[src/rtl/fetch_sequencer.sv]
// Fetch-stage sequencer: drives the PC write enable and PC mux select, and runs
// the multi-cycle interrupt entry (push PC halves, jump to vector) and return
// (pop PC halves, resume) sequences. The global interrupt enable lives here.
module fetch_sequencer (
  input  logic       clk,
  input  logic       rst,
  input  logic       stall,
  input  logic       branch_taken,
  input  logic       ret_req,
  input  logic       is_rti,
  input  logic       int_req,
  output logic       pc_enable,
  output logic [1:0] pc_selection,
  output logic       pop_pc_high_sig,
  output logic       pop_pc_low_sig,
  output logic       push_pc_req,
  output logic       push_half,
  output logic       flush,
  output logic       int_ack,
  output logic       int_en,
  output logic [2:0] state_dbg
);

  typedef enum logic [2:0] {
    StBoot   = 3'd0,
    StRun    = 3'd1,
    StPushL  = 3'd2,
    StPushH  = 3'd3,
    StIntJmp = 3'd4,
    StPopH   = 3'd5,
    StPopL   = 3'd6,
    StResume = 3'd7
  } state_e;

  localparam logic [1:0] SelNext = 2'b00;
  localparam logic [1:0] SelBranch = 2'b01;
  localparam logic [1:0] SelIntVec = 2'b10;
  localparam logic [1:0] SelBootVec = 2'b11;

  state_e state_q;
  logic   int_en_q;
  logic   rti_pend_q;

  logic   int_take;
  assign int_take = int_req && int_en_q;

  // State, interrupt enable and pending-RTI flag; events are only honoured in RUN.
  always_ff @(posedge clk or posedge rst) begin
    if (rst) begin
      state_q    <= StBoot;
      int_en_q   <= 1'b1;
      rti_pend_q <= 1'b0;
    end else begin
      unique case (state_q)
        StBoot: state_q <= StRun;
        StRun: begin
          if (branch_taken) begin
            state_q <= StRun;
          end else if (ret_req) begin
            state_q    <= StPopH;
            rti_pend_q <= is_rti;
          end else if (int_take) begin
            state_q <= StPushL;
          end
        end
        StPushL: state_q <= StPushH;
        StPushH: state_q <= StIntJmp;
        StIntJmp: begin
          state_q  <= StRun;
          int_en_q <= 1'b0;
        end
        StPopH: state_q <= StPopL;
        StPopL: state_q <= StResume;
        StResume: begin
          state_q <= StRun;
          // Only RTI re-enables interrupts; a plain RET leaves int_en as it was.
          if (rti_pend_q) begin
            int_en_q   <= 1'b1;
            rti_pend_q <= 1'b0;
          end
        end
      endcase
    end
  end

  // Output decode from the registered state plus the RUN-state input priority.
  always_comb begin
    pc_enable       = 1'b0;
    pc_selection    = SelNext;
    pop_pc_high_sig = 1'b0;
    pop_pc_low_sig  = 1'b0;
    push_pc_req     = 1'b0;
    push_half       = 1'b0;
    flush           = 1'b0;
    int_ack         = 1'b0;
    unique case (state_q)
      StBoot: begin
        pc_enable    = 1'b1;
        pc_selection = SelBootVec;
      end
      StRun: begin
        if (branch_taken) begin
          pc_enable    = 1'b1;
          pc_selection = SelBranch;
          flush        = 1'b1;
        end else if (ret_req || int_take) begin
          flush = 1'b1;
        end else if (!stall) begin
          pc_enable = 1'b1;
        end
      end
      StPushL: push_pc_req = 1'b1;
      StPushH: begin
        push_pc_req = 1'b1;
        push_half   = 1'b1;
      end
      StIntJmp: begin
        pc_enable    = 1'b1;
        pc_selection = SelIntVec;
        int_ack      = 1'b1;
      end
      StPopH: pop_pc_high_sig = 1'b1;
      StPopL: pop_pc_low_sig = 1'b1;
      StResume: pc_selection = SelNext;
    endcase
  end

  assign int_en    = int_en_q;
  assign state_dbg = state_q;

endmodule

[config.mk]
export PLATFORM = sky130hd
export DESIGN_NAME = fetch_sequencer
export DESIGN_NICKNAME = d
export VERILOG_FILES = /design/src/rtl/fetch_sequencer.sv
export SDC_FILE = /design/constraint.sdc
export NUM_CORES = 1
export LEC_CHECK = 0
export CORE_AREA = 2 2 39 41
export CTS_BUF_LIST = sky130_fd_sc_hd__clkbuf_16
export CTS_CLUSTER_SIZE = 8
export DETAILED_ROUTE_END_ITERATION = 10
export DIE_AREA = 0 0 41 43
export GPL_TIMING_DRIVEN = 1
export SYNTH_ARGS = -nofsm -noshare
export SYNTH_HDL_FRONTEND = slang
export SYNTH_SLANG_ARGS = --single-unit
[constraint.sdc]
create_clock -name clk -period 3 [get_ports clk]
set_input_delay 0.75 -clock clk [delete_from_list [all_inputs] [get_ports clk]]
set_output_delay 0.75 -clock clk [all_outputs]
set_load 0.1 [all_outputs]
==> out/qor.tcl, run 1 <==
set qor(run_status) {complete, no violations}
set qor(floorplan.die.height_um) 43
set qor(synth-seq-cells) 5
set qor(post_cts_hold_buffer_count) 0
set qor(final_replace_weighted_congestion) 0.673
set qor(global_route.usage.total_pct) 10.8
set qor(clock_latency_ps) 220
set qor(hpwl_um) 670
set qor(max_cap_viol_count) 0
set qor(synth_fp_nets) 54
set qor(post_synth_num_cell_types) 25
set qor(vias_per_cell) 4.63
set qor(postSynthAreaPerCell_um2) 8.04
set qor(synth-async-reset-ratio_pct) 100
set qor(global_route.peak_usage_layer) {met2}
set qor(detail_route.iter0.violations) 3
set qor(cts_tree) {built}
set qor(numCtsBuffers) 3
set qor(post-synth-top-area-cell) {sky130_fd_sc_hd__dfrtp_1}
set qor(globalRouteOverflowTotal) 0
set qor(post_cts.repair.setup_buffers) 0
set qor(post-route-min-period_ps) 2640
set qor(fraction_of_final_layout_cells_sized_beyond_drive_strength_1_pct) 38.8
set qor(clkSlewWorstSetupHoldPaths_ps) 30
set qor(grt_setup_unrepaired) {no}
set qor(areaGrowthSynthToFinish_pct) 72.2
set qor(grt_util_met1_pct) 13.5
set qor(numPortBuffers) 19
set qor(final-setup-viol-count) 0
set qor(final_slew_violations) 0
set qor(hold_path_class) {reg -> reg}
set qor(die-area_um2) 1760
set qor(ys_top_cells_by_area) {sky130_fd_sc_hd__dfrtp_1, sky130_fd_sc_hd__dfstp_2, sky130_fd_sc_hd__buf_6}
set qor(path_class) {in -> out}
set qor(grt.met3_usage_pct) 2.09
set qor(timing.rr.start) {state_dbg[2]}
set qor(synth.yosys.warnings) 0
set qor(width_of_the_die_um) 41
set qor(worst-endpoint-arrival_ps) 1890
set qor(crit-reg2reg-capture) {rti_pend_q}
set qor(max_freq_ghz) 0.379
set qor(first_pass_iteration_count_of_the_detailed_router) 4
set qor(synth_enable_flop_cells) 0
set qor(cts_max_level) 1
set qor(post_synth_inst_count) 47
set qor(transition_time_of_the_tightest_slew_check_pin_ps) 484
set qor(insertedDiodeCount) 0
set qor(boundaryPins) 20
set qor(report.final.hold_viol_count) 0
set qor(worst_hold_path.endpoint) {int_en}
set qor(core_area_um2) 1380
set qor(ant_nets_after_route) 0
set qor(hold_path_startpoint) {int_en}
set qor(worst_setup_path_end_kind) {output port}
set qor(netlist_top_cells_count) {sky130_fd_sc_hd__nand2_1, sky130_fd_sc_hd__dfrtp_1, sky130_fd_sc_hd__nor2_1, sky130_fd_sc_hd__o21ai_1, sky130_fd_sc_hd__o21ai_0}
set qor(cts.sink_count) 5
set qor(cts_buffer_depth) 2
set qor(mappedNetlistArea_um2) 378
set qor(yosysMostFrequentCell) {sky130_fd_sc_hd__nand2_1}
set qor(antenna_found_initial) 0
set qor(final.setup_skew_ps) 1.14
set qor(num_vias) 384
set qor(setup.reg_to_reg.worst_slack_ps) 1850
set qor(nets) 75
set qor(synth.top_cell.area_share_pct) 26.5
set qor(routedWlPerCell_um) 11.1
set qor(placementRows) 14
set qor(hold-path-cell-count) 2
set qor(timing.final.ws_setup_ps) 359
set qor(clock_root_buffer_master) {sky130_fd_sc_hd__clkbuf_16}
set qor(required_ps) 2250
set qor(max_slew_margin_pct) 67.7
set qor(synth_top_flop_cell) {sky130_fd_sc_hd__dfrtp_1}
set qor(pin_count_of_the_biggest_net_entering_global_routing) 18
set qor(finalCritPeriodShare_pct) 88.0
set qor(filler_cell_count) 145
set qor(globalRouteMet2Util_pct) 15.6
set qor(route.detailed.drc) 0
set qor(number_of_global_route_vias_before_repair) 322
set qor(biggest_fanout_along_the_worst_timing_path) 4
set qor(worst_r2r_path_depth) 3
set qor(post_cts.resized_instances) 0
set qor(wire_length_of_the_first_global_routing_pass_um) 1290
set qor(wirelength_um) 922
set qor(preCtsSetupSlack_ps) 379
set qor(post_synthesis_sequential_area_ratio_pct) 33.4
set qor(startpoint_type) {input port}
set qor(start_util_pct) 27.3
## cell usage in the layout (no fill, tap or decap), types with 2 or more instances in the layout
cell type | netlist | routed
sky130_fd_sc_hd__a31oi_1 | 2 | 2
sky130_fd_sc_hd__buf_12 | 0 | 3
sky130_fd_sc_hd__buf_4 | 1 | 10
sky130_fd_sc_hd__clkbuf_16 | 0 | 3
sky130_fd_sc_hd__clkdlybuf4s50_1 | 0 | 6
sky130_fd_sc_hd__dfrtp_1 | 4 | 4
sky130_fd_sc_hd__inv_1 | 2 | 3
sky130_fd_sc_hd__nand2_1 | 6 | 6
sky130_fd_sc_hd__nand2b_1 | 2 | 2
sky130_fd_sc_hd__nor2_1 | 4 | 4
sky130_fd_sc_hd__nor2_2 | 2 | 2
sky130_fd_sc_hd__o21ai_0 | 3 | 3
sky130_fd_sc_hd__o21ai_1 | 4 | 4
## sequential cells by signal, indices dropped and copies added, names as in the netlist
register	cells
int_en	1
rti_pend_q	1
state_dbg	3
## final cells by class
class	count	area, um2	area share [%]
Clock buffer	3	75.1	11.5
Clock inverter	1	3.75	0.577
Inverter	3	11.3	1.73
Multi-Input combinational cell	36	219	33.7
Sequential cell	5	126	19.4
Tap cell	16	20.0	3.08
Timing Repair Buffer	19	195	30.0
## layer usage
metal,share of wire (%),wire (um)
met5,0,0
met3,9.9,91
met1,49,454
met2,41,376
met4,0,0
## how the worst max path moves through the flow
stage          cells after the start         to          from  slack (ps)
2_1_floorplan                      4  push_half  state_dbg[1]        -420
3_3_place_gp                       5  pc_enable       int_req         380
3_5_place_dp                       5  pc_enable       ret_req         380
4_1_cts                            5  pc_enable       ret_req         360
5_1_grt                            5  pc_enable       int_req         320
6_report                           5  pc_enable       ret_req         360
## metrics by stage
stage               cell area, um2  hold WS [ps]  util (%)  setup TNS [ps]  std cells
floorplan                      387           477         -           -1100         47
global placement               572           500      41.3               0         79
detailed placement             572           507      41.3               0         79
CTS                            651           511      47.0               0         83
global route                   651           534      47.0               0         83
finish                         651           509      47.0               0         83
## kinds of logic (layout without fill, tap and decap cells)
family,after synthesis,count (layout),share of synthesized area [%]
simple gates,20,20,27.8
compound gates,16,16,27.8
buf+inv,6,26,10.9
flops,5,5,33.4
## critical path: stages
cell,delay [ps]
sky130_fd_sc_hd__clkdlybuf4s50_1,460
sky130_fd_sc_hd__a211oi_1,220
sky130_fd_sc_hd__o21ai_0,100
sky130_fd_sc_hd__o21ai_1,150
sky130_fd_sc_hd__buf_12,210
Power of run 1 is not shown: default switching activity piles up to over one toggle a cycle in this logic, so the estimate is an artifact.
==> run 2, diff against run 1 <==
--- a/config.mk
+++ b/config.mk
@@ -10,6 +10,7 @@
 export CTS_CLUSTER_SIZE = 8
 export DETAILED_ROUTE_END_ITERATION = 10
 export DIE_AREA = 0 0 41 43
+export GPL_ROUTABILITY_DRIVEN = 0
 export GPL_TIMING_DRIVEN = 1
 export SYNTH_ARGS = -nofsm -noshare
 export SYNTH_HDL_FRONTEND = slang
==> results of run 2 <==
Same layout as run 1: the final DEF is identical, and so are final timing and power.
Power of run 2 is left out for the same reason.
